### config.mk
export PLATFORM = sky130hd
export DESIGN_NAME = pin_conditioner
export DESIGN_NICKNAME = d
export VERILOG_FILES = /design/src/rtl/pin_conditioner_pkg.sv /design/src/rtl/pin_debounce_channel.sv /design/src/rtl/pin_conditioner.sv
export SDC_FILE = /design/constraint.sdc
export NUM_CORES = 1
export LEC_CHECK = 0
export CORE_ASPECT_RATIO = 2
export CORE_MARGIN = 1.5
export CORE_UTILIZATION = 43
export CTS_CLUSTER_DIAMETER = 200
export DETAILED_ROUTE_END_ITERATION = 10
export GPL_ROUTABILITY_DRIVEN = 0
export PLACE_DENSITY_LB_ADDON = 0.15
export SLEW_MARGIN = 20
export SYNTH_ARGS = -nofsm -noshare
export SYNTH_HDL_FRONTEND = slang
export SYNTH_HIERARCHICAL = 1
export SYNTH_SLANG_ARGS = --single-unit
### constraint.sdc
create_clock -name FPGAClock -period 2 [get_ports FPGAClock]
set_input_delay 0.3 -clock FPGAClock [delete_from_list [all_inputs] [get_ports FPGAClock]]
set_output_delay 0.3 -clock FPGAClock [all_outputs]
set_load 0.1 [all_outputs]
### src/rtl/pin_conditioner_pkg.sv
// Shared types for the input pin conditioner.
// Holds the per-channel debounce state encoding.
package pin_conditioner_pkg;

  typedef enum logic [1:0] {
    IDLE_LOW  = 2'd0,
    CHK_HIGH  = 2'd1,
    IDLE_HIGH = 2'd2,
    CHK_LOW   = 2'd3
  } deb_state_e;

endpackage

### src/rtl/pin_debounce_channel.sv
// One input pin: optional inversion, 2-flop synchronizer, debounce FSM, and registered edge pulses.
//
// state     | meaning
// IDLE_LOW  | accepted level 0, synced input agrees
// CHK_HIGH  | synced input went 1, counting qualified ticks toward acceptance
// IDLE_HIGH | accepted level 1, synced input agrees
// CHK_LOW   | synced input went 0, counting qualified ticks toward acceptance
import pin_conditioner_pkg::*;

module pin_debounce_channel #(
  parameter int NrOfBits    = 20,
  parameter int StableCount = 500000,
  parameter bit ActiveLow   = 1'b0
) (
  input  logic clk,
  input  logic rst,
  input  logic pin_raw,
  input  logic sample_tick,
  output logic level,
  output logic rise,
  output logic fall
);

  localparam logic [NrOfBits-1:0] LastCnt = NrOfBits'(StableCount - 1);

  logic                sync1_q, sync1_d;
  logic                sync2_q, sync2_d;
  deb_state_e          state_q, state_d;
  logic [NrOfBits-1:0] cnt_q, cnt_d;
  logic                level_q, level_d;
  logic                rise_q, rise_d;
  logic                fall_q, fall_d;

  always_ff @(posedge clk or posedge rst) begin
    if (rst) begin
      sync1_q <= 1'b0;
      sync2_q <= 1'b0;
      state_q <= IDLE_LOW;
      cnt_q   <= '0;
      level_q <= 1'b0;
      rise_q  <= 1'b0;
      fall_q  <= 1'b0;
    end else begin
      sync1_q <= sync1_d;
      sync2_q <= sync2_d;
      state_q <= state_d;
      cnt_q   <= cnt_d;
      level_q <= level_d;
      rise_q  <= rise_d;
      fall_q  <= fall_d;
    end
  end

  // The completing edge still samples the synced input, so a last-cycle drop aborts.
  always_comb begin
    sync1_d = pin_raw ^ ActiveLow;
    sync2_d = sync1_q;
    state_d = state_q;
    cnt_d   = cnt_q;
    level_d = level_q;
    rise_d  = 1'b0;
    fall_d  = 1'b0;
    unique case (state_q)
      IDLE_LOW: begin
        if (sync2_q) begin
          state_d = CHK_HIGH;
          cnt_d   = '0;
        end
      end
      CHK_HIGH: begin
        if (!sync2_q) begin
          state_d = IDLE_LOW;
          cnt_d   = '0;
        end else if (sample_tick) begin
          if (cnt_q == LastCnt) begin
            state_d = IDLE_HIGH;
            cnt_d   = '0;
            level_d = 1'b1;
            rise_d  = 1'b1;
          end else begin
            cnt_d = cnt_q + 1'b1;
          end
        end
      end
      IDLE_HIGH: begin
        if (!sync2_q) begin
          state_d = CHK_LOW;
          cnt_d   = '0;
        end
      end
      CHK_LOW: begin
        if (sync2_q) begin
          state_d = IDLE_HIGH;
          cnt_d   = '0;
        end else if (sample_tick) begin
          if (cnt_q == LastCnt) begin
            state_d = IDLE_LOW;
            cnt_d   = '0;
            level_d = 1'b0;
            fall_d  = 1'b1;
          end else begin
            cnt_d = cnt_q + 1'b1;
          end
        end
      end
      default: begin
        state_d = IDLE_LOW;
        cnt_d   = '0;
      end
    endcase
  end

  assign level = level_q;
  assign rise  = rise_q;
  assign fall  = fall_q;

endmodule

### src/rtl/pin_conditioner.sv
// Synchronizes and debounces raw board pins into clean levels and one-cycle edge pulses.
import pin_conditioner_pkg::*;

module pin_conditioner #(
  parameter int NrOfPins    = 2,
  parameter int NrOfBits    = 20,
  parameter int StableCount = 500000,
  parameter bit ActiveLow   = 1'b0
) (
  input  logic                FPGAClock,
  input  logic                RST,
  input  logic [NrOfPins-1:0] PinRaw,
  input  logic                SampleTick,
  output logic [NrOfPins-1:0] PinLevel,
  output logic [NrOfPins-1:0] PinRise,
  output logic [NrOfPins-1:0] PinFall
);

  for (genvar g = 0; g < NrOfPins; g++) begin : g_ch
    pin_debounce_channel #(
      .NrOfBits    (NrOfBits),
      .StableCount (StableCount),
      .ActiveLow   (ActiveLow)
    ) u_ch (
      .clk         (FPGAClock),
      .rst         (RST),
      .pin_raw     (PinRaw[g]),
      .sample_tick (SampleTick),
      .level       (PinLevel[g]),
      .rise        (PinRise[g]),
      .fall        (PinFall[g])
    );
  end

endmodule

Word level (Yosys, flattened, before mapping)

Index checks and enable logic that the tools add are counted.

Bits in writable memories: 0
Latch bits: 0
Input port bits: 5
Bits in registers: 54
Memories: 0
Memory bits (read-only): 0

$add $sub $neg: 2
Reductions and logical operators: 10
Div/mod/pow operators: 0
Muxes and demuxes: 58
Equal/unequal tests: 32
Order comparisons: 0
$mul: 0
Bitwise gates (word level): 0
Shifts and indexed selects: 0

Operator list:

| kind                  | number |
|---|---|
| $mux 20               | 12 |
| $pmux 20 s4           | 2 |
| $add 20x1->20 const B | 2 |
| $eq 20x19->1 const B  | 2 |
| $mux 2                | 16 |
| $mux 1                | 24 |
| $ne 2x1->1 const B    | 8 |
| $ne 2x2->1 const B    | 8 |
| $pmux 2 s4            | 2 |
| $reduce_and 7->1      | 2 |
| $ne 3x3->1 const B    | 4 |
| $reduce_and 6->1      | 2 |
| $eq 2x2->1 const B    | 4 |
| $ne 3x1->1 const B    | 2 |
| $ne 3x2->1 const B    | 2 |
| $eq 2x1->1 const B    | 2 |
| $logic_not 2->1       | 2 |
| $pmux 1 s2            | 2 |
| $reduce_and 2->1      | 2 |
| $reduce_bool 2->1     | 2 |

Logic depth before layout (Yosys ltp)

Gate-level depths: netlist (run 1).

Word-level depth: 5
Gate-level depth with buffers: 7
Gate-level depth less buffers: 6

By module

The synthesis (run 1) kept the hierarchy.

By module, submodules not included:

| module                              | area an instance (µm²) | cells each | instances | sequential area each (µm²) |
|---|---|---|---|---|
| pin_debounce_channel (g_ch[0].u_ch) | 1,463.9                | 158        | 1         | 675.6 |
| pin_debounce_channel (g_ch[1].u_ch) | 1,381.3                | 141        | 1         | 675.6 |

Worst setup path before layout (run 1)

No wires, ideal clock.

Path type: reg-to-reg
From: register g_ch[1].u_ch.cnt_q[5]
To: register g_ch[1].u_ch.cnt_q[17]
Period minus slack after synthesis: 1.964 ns
Slack: 0.036 ns
Cell stages (with the launch flop): 7
Arrival: 1.838 ns
Path through: dfrtp_1 -> clkbuf_2 -> or4b_4 -> nor4_4 -> a21oi_2 -> buf_6 -> a221o_1

Longest elaborated chain between the ends: 5
Elaborated cells on any way between the ends: 7
Classes of those cells: add/sub: 1; eq/ne: 1; mux: 5

Ends and longest elaborated chain:

| what                                                 | line                                                   | text |
|---|---|---|
| from (decl)                                          | pin_debounce_channel.sv:29                             | `logic [NrOfBits-1:0] cnt_q, cnt_d;` |
| from (signal assigned)                               | pin_debounce_channel.sv:47                             | `cnt_q <= cnt_d;` |
| $add 20x1->20 / $eq 20x19->1 (equally long branches) | n/a                                                    |  |
| $mux 20 *                                            | pin_debounce_channel.sv:75, pin_debounce_channel.sv:96 |  |
| $mux 20 *                                            | pin_debounce_channel.sv:95                             | `end else if (sample_tick) begin` |
| $mux 20 (on tied branches)                           | pin_debounce_channel.sv:92, pin_debounce_channel.sv:71 |  |
| $pmux 20 s4 *                                        | pin_debounce_channel.sv:63                             | `unique case (state_q)` |

Every way passes the cells marked *; elsewhere a longest branch is shown, timed or not.
A chain may end at the register's enable or synchronous reset.

==> impl_metrics.yaml, run 1 <==
timing:
  setup_viol: 0
  hold_violations: 0
  holdWs_ns: 0.3488
  max_freq_mhz: 514.4
  skew_ns: 0.006391
  fin_ws_ns: 0.05594
  finalCritPeriodShare: 0.9720
  tightestPinTransition_ns: 0.5573
  rsz0062_at_grt: "true"
  min_period_ns: 1.944
  slew_viol_final: 0
  tns_ns: 0
  max_slew_margin: 0.6284
power_and_ir_drop:
  irDropWorstVdd_v: 0.0005770
  power.density_nw_per_um2: 596.5
  p_leak_nw: 1.596
global_route:
  busiest_layer: "met2"
  grt-ovfl-total: 0
  met1_usage: 0.2147
  grt_antenna_before_repair: 0
  grt_pass1_wl_mm: 11.51
  grt_max_degree: 28
  met3_usage: 0.03297
  grt_pass1_vias: 2483
  track_usage: 0.2164
  use_met2: 0.4049
cells_and_area:
  diodes: 0
  syn2layout_area_growth_pct: 24.41
  final_cells: 442
  layout.nets: 363
  drive_gt1_frac: 0.2275
synthesis:
  ys_seq_elements: 54
  syn_area_sq_um: 2845
  synth_ff_type: "dfrtp_1"
  synth.distinct_cells: 49
  synth_edf_count: 0
  syn_nets: 306
  synth_top_cell_by_area: "dfrtp_1"
  synthArstFlopShare: 1.000
  synth_common_cells: "dfrtp_1 (54), nand2_1 (39), nor2_1 (26), nand3_1 (22)"
  synth_top_area_frac: 0.4749
  synthTopCellsByArea: "dfrtp_1 (47%), nand2_1 (5.1%), xor2_1 (4.6%), nand3_1 (3.9%), a31oi_1 (3.5%)"
  syn-instance-count: 299
  syn-mean-instance-area_sq_um: 9.516
  yosys_warnings: 6
  ys_seq_area_frac: 0.4749
  yosysMostFrequentCell: "dfrtp_1"
drt:
  avgRoutedWirePerCell_um: 15.70
  drt_iter0_drc: 104
  route.vias.total: 2424
  firstDrtPassIters: 6
  viasPerCell: 5.484
  wl_mm: 6.939
  drc: 0
  detail-route-antenna-nets: 0
critical_path:
  crit_path_cell_trace: "or4b_4 -> nor4_4 -> buf_4 -> and2_4 -> nand2_4 -> mux2_4"
  cpLargestDelayFamily: "simple AND/OR/NAND/NOR gates"
  crit_path_end_kind: "flip-flop"
  crit_cells: 6
  start_kind: "flip-flop"
  cp.required_ns: 2.19
  r2r_cells: 6
  critPathBufInv: 1
  critPathMaxStageDelay_ns: 0.56
  worstPathMaxFanout: 3
  cp_slowest_cell: "or4b_4"
  critPathArrivalTime_ns: 2.13
  critPathKind: "flip-flop to flip-flop"
die:
  dieArea_sq_um: 7143
  core_sq_um: 6361
  fp-row-count: 41
  die_w_um: 60.52
  start_util: 0.4473
  ios: 11
  die_h_um: 118.0
clocking:
  cts_tree: "yes"
  clock-sinks: 54
  clock_latency_ns: 0.30
  htree_levels: 2
  cts.clk_slew.worst_paths_ns: 0.07
  ctsRootBufferMaster: "clkbuf_16"
  numCtsBuffers: 5
  cts_buffer_depth: 2
placed_design:
  place_hpwl_mm: 5.166
  place_inst: 434
  port_buffers: 10
  detailedPlace.worstSlack_ns: -0.3245
hold_path:
  hp-class: "flip-flop to flip-flop"
  hold_depth: 0
job:
  cap_viol_max_count: 0
run_status:
  outcome: "finished clean"
report_power, final:
| group | leakage [nW] | total, mW | switching [mW] | internal [mW] |
|---|---|---|---|---|
| registers | 0.739 | 1.11 | 0.0113 | 1.10 |
| clock network | 0.0629 | 0.855 | 0.396 | 0.459 |
| logic | 0.794 | 0.143 | 0.0903 | 0.0527 |
| total | 1.60 | 2.11 | 0.498 | 1.61 |
worst paths after layout:
path,slack (ns),end,startpoint
min,0.35,g_ch[1].u_ch/sync2_q,g_ch[1].u_ch/sync1_q
max,0.06,flip-flop,g_ch[1].u_ch/cnt_q[7]
max reg2reg,0.06,flip-flop,g_ch[1].u_ch/cnt_q[7]
min in group asynchronous,0.40,g_ch[1].u_ch/level,RST
max in group asynchronous,1.32,g_ch[0].u_ch/cnt_q[6],RST
min reg2reg,0.35,g_ch[1].u_ch/sync2_q,g_ch[1].u_ch/sync1_q
repair_timing:
item / 4_1_cts / 5_1_grt
hold buffers: 0 / 0
resized for setup: 3 / 9
pin swaps: 1 / 0
endpoints found under the hold margin: 0 / 0
endpoints found under the setup margin: 9 / 24
setup buffers: 1 / 0
flip-flops by register name, summed over array words and instances, names as in the netlist, named ones only:
signal	count
g_ch.u_ch/cnt_q	40
g_ch.u_ch/fall	2
g_ch.u_ch/level	2
g_ch.u_ch/rise	2
g_ch.u_ch/state_q	2
g_ch.u_ch/sync1_q	2
g_ch.u_ch/sync2_q	2
layout by cell type (no fill, tap or decap), types with 2 or more instances in the layout:
| master | Yosys | layout |
|---|---|---|
| buf_4 | 0 | 56 |
| dfrtp_1 | 54 | 54 |
| nand2_1 | 39 | 38 |
| nor2_1 | 26 | 24 |
| nand3_1 | 22 | 22 |
| a31oi_1 | 16 | 16 |
| xor2_1 | 15 | 15 |
| o21ai_0 | 16 | 15 |
| nand4_1 | 12 | 12 |
| a21oi_1 | 11 | 11 |
| nor3_1 | 10 | 10 |
| xnor2_1 | 10 | 10 |
| and3_1 | 8 | 7 |
| clkbuf_16 | 0 | 5 |
| inv_1 | 5 | 5 |
| clkdlybuf4s50_1 | 0 | 4 |
| nor2_2 | 1 | 3 |
| a221o_1 | 3 | 3 |
| nor2b_1 | 3 | 3 |
| o22ai_1 | 3 | 3 |
| a41oi_1 | 3 | 3 |
| nor4_1 | 3 | 2 |
| nand2b_1 | 2 | 2 |
| nor4_4 | 1 | 2 |
| nor3b_1 | 2 | 2 |
cell families (layout without fill, tap and decap cells):
family / after synthesis / after routing / synth area share
and+or+nand+nor: 139 / 139 / 0.2551
AOI/OAI and AO/OA: 62 / 62 / 0.1456
DFF: 54 / 54 / 0.4749
xor gates and xnor gates: 25 / 25 / 0.07696
buffers and inverters: 16 / 73 / 0.03342
adders and majority gates: 2 / 2 / 0.008794
muxes: 1 / 1 / 0.005275
layout make-up:
class	instances	area [sq um]
fillers	645	2821
clock buffers	6	128.9
flip-flops and latches	54	1351
clock inverters	1	7.507
repair buffers	61	480.5
well taps	86	107.6
inverters	5	18.77
multi-input cells	229	1445
routing by layer:
| metal | wire [um] | up-vias |
|---|---|---|
| met5 | 0 | - |
| met4 | 214 | 0 |
| met3 | 97 | 14 |
| met2 | 4179 | 20 |
| met1 | 2448 | 1195 |
| li1 | - | 1195 |
through the flow:
step | total power, mW | instance area, sq um | utilization
finish | 2.112 | 3540 | 0.5565
global route | 2.189 | 3540 | 0.5565
CTS | 2.137 | 3505 | 0.5509
detailed placement | 1.278 | 3349 | 0.5266
global placement | 1.277 | 3349 | 0.5266
floorplan | 1.213 | 2845 | -
No activity file was read; power rests on OpenSTA's default activity.
==> run 2: changes to the inputs <==
--- a/config.mk
+++ b/config.mk
@@ -5,6 +5,7 @@
 export SDC_FILE = /design/constraint.sdc
 export NUM_CORES = 1
 export LEC_CHECK = 0
+export ABC_AREA = 1
 export CORE_ASPECT_RATIO = 2
 export CORE_MARGIN = 1.5
 export CORE_UTILIZATION = 43
==> run 2 against run 1 <==
Cell count up 19%. Sequential share of layout area up 0.86 points. Wire length down 3.8%. Worst hold slack worse by 0.17 ns. Area after synthesis up 8.3%. Via count up 5.9%. Die area up 8.0%. Fmax up 21%. Design area down 2.2%. First-iteration DRC count down 20%. Critical path depth up 3. Highest routed layer unchanged.
==> impl_metrics.yaml, run 2 <==
critical_path:
  cp.required_ns: 2.18
  worstPathMaxFanout: 17
  start_kind: "input pin"
  crit_path_end_kind: "flip-flop"
  critPathKind: "input pin to flip-flop"
  critPathArrivalTime_ns: 1.79
clocking:
  ctsRootBufferMaster: "clkbuf_16"
  cts_setup_buffers: 0
  clock_latency_ns: 0.30
  htree_levels: 2
  holdBufCountCts: 0
  clock-sinks: 54
  cts_tree: "yes"
  numCtsBuffers: 5
  ctsResizeCount: 0
  cts_buffer_depth: 2
  cts.clk_slew.worst_paths_ns: 0.06
timing:
  slew_viol_final: 0
  skew_ns: 0.008816
  setup_viol: 0
  tightestPinTransition_ns: 0.4352
  rsz0062_at_grt: "false"
  max_slew_margin: 0.7088
  tns_ns: 0
  finalCritPeriodShare: 0.8057
  max_freq_mhz: 620.6
  hold_violations: 0
  min_period_ns: 1.611
synthesis:
  ys_seq_area_frac: 0.4385
  syn-instance-count: 415
  synthArstFlopShare: 1.000
  yosys_warnings: 6
  syn_nets: 422
  synthTopCellsByArea: "dfrtp_1 (44%), nand2_1 (13%), nor2_1 (9.1%), inv_1 (6.8%), nand3_1 (5.5%)"
  syn_area_sq_um: 3082
  synth.distinct_cells: 26
  syn-mean-instance-area_sq_um: 7.426
  yosysMostFrequentCell: "nand2_1"
  synth_top_cell_by_area: "dfrtp_1"
  synth_ff_type: "dfrtp_1"
  synth_common_cells: "nand2_1 (108), nor2_1 (75), inv_1 (56), dfrtp_1 (54), nand3_1 (34)"
  ys_seq_elements: 54
  synth_edf_count: 0
  synth_top_area_frac: 0.4385
die:
  core_sq_um: 6940
  start_util: 0.4440
  ios: 11
  die_w_um: 62.86
  dieArea_sq_um: 7714
  die_h_um: 122.7
  fp-row-count: 43
cells_and_area:
  final_common_cell: "nand2_1"
  regMostFlops: "g_ch.u_ch/cnt_q"
  final_cell_mix: "nand2_1 (108), nor2_1 (75), inv_1 (56), dfrtp_1 (54), nand3_1 (34)"
  drive_gt1_frac: 0.1147
  syn2layout_area_growth_pct: 12.34
  largest_register_ffs: 40
  final_cells: 526
  fill_cells: 689
  layout.nets: 442
  diodes: 0
drt:
  avgRoutedWirePerCell_um: 12.68
  drt_iter0_drc: 83
  viasPerCell: 4.878
  wl_mm: 6.672
  firstDrtPassIters: 4
  detail-route-antenna-nets: 0
  route.vias.total: 2566
  drc: 0
global_route:
  grt_max_degree: 28
  busiest_layer: "met2"
  met3_usage: 0.02841
  met1_usage: 0.1839
  grt_pass1_vias: 2554
  use_met2: 0.3777
  grt-ovfl-total: 0
  grt_antenna_before_repair: 0
  track_usage: 0.1914
  grt_pass1_wl_mm: 11.39
run_status:
  outcome: "finished clean"
placed_design:
  port_buffers: 10
  place_hpwl_mm: 5.144
  place_inst: 518
power_and_ir_drop:
  power.density_nw_per_um2: 720.6
  irDropWorstVdd_v: 0.0005182
  p_leak_nw: 1.594
  power_mw: 2.495
job:
  cap_viol_max_count: 0
hold_path:
  hp-class: "input pin to asynchronous set/reset pin"
==> run 2: final cells by class <==
type | instances | area, sq um | share of cell area
clock inverter | 1 | 5.005 | 0.001446
tap | 90 | 112.6 | 0.03253
inverter | 59 | 224.0 | 0.06469
timing repair buffer | 15 | 135.1 | 0.03903
clock buffer | 7 | 142.6 | 0.04120
multi-input combinational | 300 | 1491 | 0.4308
sequential | 54 | 1351 | 0.3903
==> run 2: worst paths after layout <==
kind	from	to	slack [ns]	depth (start not counted)
max in group asynchronous	RST	g_ch[0].u_ch/cnt_q[3]	1.30	3
worst max-delay path	SampleTick	g_ch[1].u_ch/cnt_q[16]	0.39	9
worst min register to register	g_ch[0].u_ch/sync1_q	g_ch[0].u_ch/sync2_q	0.34	0
worst min-delay path	RST	g_ch[0].u_ch/sync1_q	0.18	2
min in group FPGAClock	g_ch[0].u_ch/sync1_q	g_ch[0].u_ch/sync2_q	0.34	0
worst max register to register	g_ch[1].u_ch/cnt_q[0]	g_ch[1].u_ch/cnt_q[13]	0.40	6
==> run 2: cells by family after synthesis <==
kind of cell             Yosys count  share of synthesized area
multiplexers                       2                   0.006496
buffers and inverters             61                    0.07755
AND/OR/NAND/NOR                  257                     0.3849
XOR/XNOR                          13                    0.03695
AO/OA/AOI/OAI                     26                    0.04750
adder cells (fa/ha/maj)            2                   0.008119
flip-flops                        54                     0.4385
==> run 2: layer usage <==
metal,vias to the layer above,share of wire
li1,1320,-
met1,1200,0.37
met2,33,0.58
met3,13,0.017
met4,0,0.030
met5,-,0
==> run 2: critical path, stage by stage <==
cell	delay, ns
clkdlybuf4s50_1	0.51
buf_12	0.16
nand3_1	0.09
nor2_1	0.13
nand3_1	0.11
nand2_2	0.08
nand2_2	0.13
inv_2	0.20
nor2_1	0.07
==> run 2: stage by stage <==
stage,util,cell area (sq um),hold slack (ns),setup WS [ns]
after floorplan,-,3082,0.3312,0.6619
after global placement,0.4776,3314,0.3316,0.08164
after detailed placement,0.4776,3314,0.3347,0.05389
after CTS,0.4988,3462,0.1757,0.3673
after global routing,0.4988,3462,0.1855,0.2678
final,0.4988,3462,0.1822,0.3887
==> run 2: where the power goes <==
part           internal, mW  switching (mW)  leakage [nW]
clock                 0.498           0.394        0.0739
combinational         0.122           0.297         0.792
sequential             1.14          0.0459         0.728
==> run 3: changes to the inputs <==
==> constraint.sdc (replaced) <==
create_clock -name FPGAClock -period 1.6 [get_ports FPGAClock]
set_input_delay 0.24 -clock FPGAClock [delete_from_list [all_inputs] [get_ports FPGAClock]]
set_output_delay 0.24 -clock FPGAClock [all_outputs]
set_load 0.1 [all_outputs]
==> run 3 against run 2 <==
Sequential cell count stayed put. Design area is 8.3% higher. Utilization is 4.1 points higher. Sequential share of layout area is 3.0 points lower. Clock power is 60% higher. Worst hold slack better by 0.16 ns. Combinational power is 54% higher. Via count is 3.7% higher. Cell count is 2.9% higher. Power is 42% higher.
==> impl_metrics.yaml, run 3 (same netlist as run 2, synthesis figures left out) <==
cells_and_area:
  regMostFlops: "g_ch.u_ch/cnt_q"
  final_core_util: 0.5401
  syn2layout_area_growth_pct: 21.64
  fill_cells: 634
  final_common_cell: "nand2_1"
  layout.nets: 457
  drive_gt1_frac: 0.1641
  diodes: 0
  final_cell_mix: "nand2_1 (107), nor2_1 (72), inv_1 (55), dfrtp_1 (53), nand3_1 (32)"
  final_cells: 541
  largest_register_ffs: 40
clocking:
  cts_tree: "yes"
  clock-sinks: 54
  htree_levels: 2
  numCtsBuffers: 5
  clock_latency_ns: 0.29
  ctsRootBufferMaster: "clkbuf_16"
  cts_buffer_depth: 2
  cts.clk_slew.worst_paths_ns: 0.07
timing:
  hold_violations: 0
  slew_viol_final: 0
  max_slew_margin: 0.7576
  max_freq_mhz: 672.6
  fin_ws_ns: 0.1132
  setup_viol: 0
  tightestPinTransition_ns: 0.3637
  skew_ns: 0.006945
  min_period_ns: 1.487
  finalCritPeriodShare: 0.9293
global_route:
  grt-ovfl-total: 0
  grt_max_degree: 28
  grt_pass1_vias: 2599
  grt_antenna_before_repair: 0
  track_usage: 0.1973
  grt_pass1_wl_mm: 11.80
critical_path:
  cp.required_ns: 1.79
  critPathArrivalTime_ns: 1.68
  crit_path_end_kind: "flip-flop"
  worstPathMaxFanout: 5
  start_kind: "flip-flop"
  critPathKind: "flip-flop to flip-flop"
drt:
  wl_mm: 6.999
  drc: 0
  firstDrtPassIters: 4
  viasPerCell: 4.919
  detail-route-antenna-nets: 0
  route.vias.total: 2661
  avgRoutedWirePerCell_um: 12.94
  drt_iter0_drc: 142
die:
  die_w_um: 62.86
  start_util: 0.4440
  dieArea_sq_um: 7714
  core_sq_um: 6940
  fp-row-count: 43
  ios: 11
  die_h_um: 122.7
hold_path:
  hp-class: "input pin to asynchronous set/reset pin"
placed_design:
  place_inst: 528
  detailedPlace.worstSlack_ns: -0.3261
  port_buffers: 10
  place_hpwl_mm: 5.294
power_and_ir_drop:
  irDropWorstVdd_v: 0.0007681
  p_leak_nw: 1.719
  power.density_nw_per_um2: 948.1
job:
  cap_viol_max_count: 0
run_status:
  outcome: "finished clean"
## run 3: cell types whose count changed in the layout (fill, tap and decap cells not counted), moves of 2 or more
cell       previous run  this run
buf_4                10        18
nand3_1              34        32
buf_12                1         7
nor2_2                6         9
nor2_1               75        72
bufinv_16             0         2
## run 3: report_power, final
part	total (mW)	internal [mW]	switching [mW]
logic	0.647	0.222	0.426
registers	1.48	1.42	0.0556
clock network	1.43	0.940	0.489
total	3.55	2.58	0.970
## run 3: critical path, stage by stage (launching register included)
cell     delay [ns]
dfrtp_1        0.43
nor2_1         0.16
inv_1          0.05
nor2_1         0.18
nand3_1        0.12
nor2_2         0.22
nand3_1        0.10
nand2_1        0.08
inv_1          0.04
## run 3: path summary, 6_finish.rpt
path                                            start                endpoint  slack (ns)  cells after the start
worst max-delay path            g_ch[1].u_ch/cnt_q[7]               flip-flop        0.11                      8
worst min-delay path                              RST    g_ch[0].u_ch/sync2_q        0.34                      3
worst max register to register  g_ch[1].u_ch/cnt_q[7]               flip-flop        0.11                      8
worst min register to register   g_ch[1].u_ch/sync1_q    g_ch[1].u_ch/sync2_q        0.35                      0
max in group asynchronous                         RST  g_ch[1].u_ch/cnt_q[13]        0.94                      3
min in group FPGAClock           g_ch[1].u_ch/sync1_q    g_ch[1].u_ch/sync2_q        0.35                      0
## run 3: final cells by class
class,instances,area [sq um],area share
Inverter,59,231.5,0.06175
Clock inverter,2,60.06,0.01602
Tap cell,90,112.6,0.03004
Timing Repair Buffer,30,329.1,0.08778
Sequential cell,54,1353,0.3608
Clock buffer,6,138.9,0.03705
Multi-Input combinational cell,300,1524,0.4065
## run 3: layer usage
| layer | track usage | vias up | part of all wire |
|---|---|---|---|
| met5 | 0 | - | 0 |
| met1 | 0.1875 | 1260 | 0.36 |
| met3 | 0.02016 | 17 | 0.011 |
| met2 | 0.3956 | 24 | 0.59 |
| li1 | - | 1360 | - |
| met4 | 0.1139 | 0 | 0.038 |
## run 3: repair_timing
action / CTS / global route
buffers inserted: 0 / 5
pin swaps: 0 / 3
gates resized for setup: 2 / 13
hold buffers: 0 / 0
endpoints found under the setup margin: 10 / 25
endpoints found under the hold margin: 0 / 0
## run 3: metrics by stage
stage,total power [mW],hold slack (ns),TNS [ns],area (sq um)
after floorplan,1.866,0.2714,0,3082
after global routing,3.726,0.3688,-0.01205,3749
after detailed placement,2.071,0.3405,-8.423,3465
final,3.554,0.3448,0,3749
after global placement,2.065,0.3336,-7.622,3465
after CTS,3.528,0.3562,0,3671
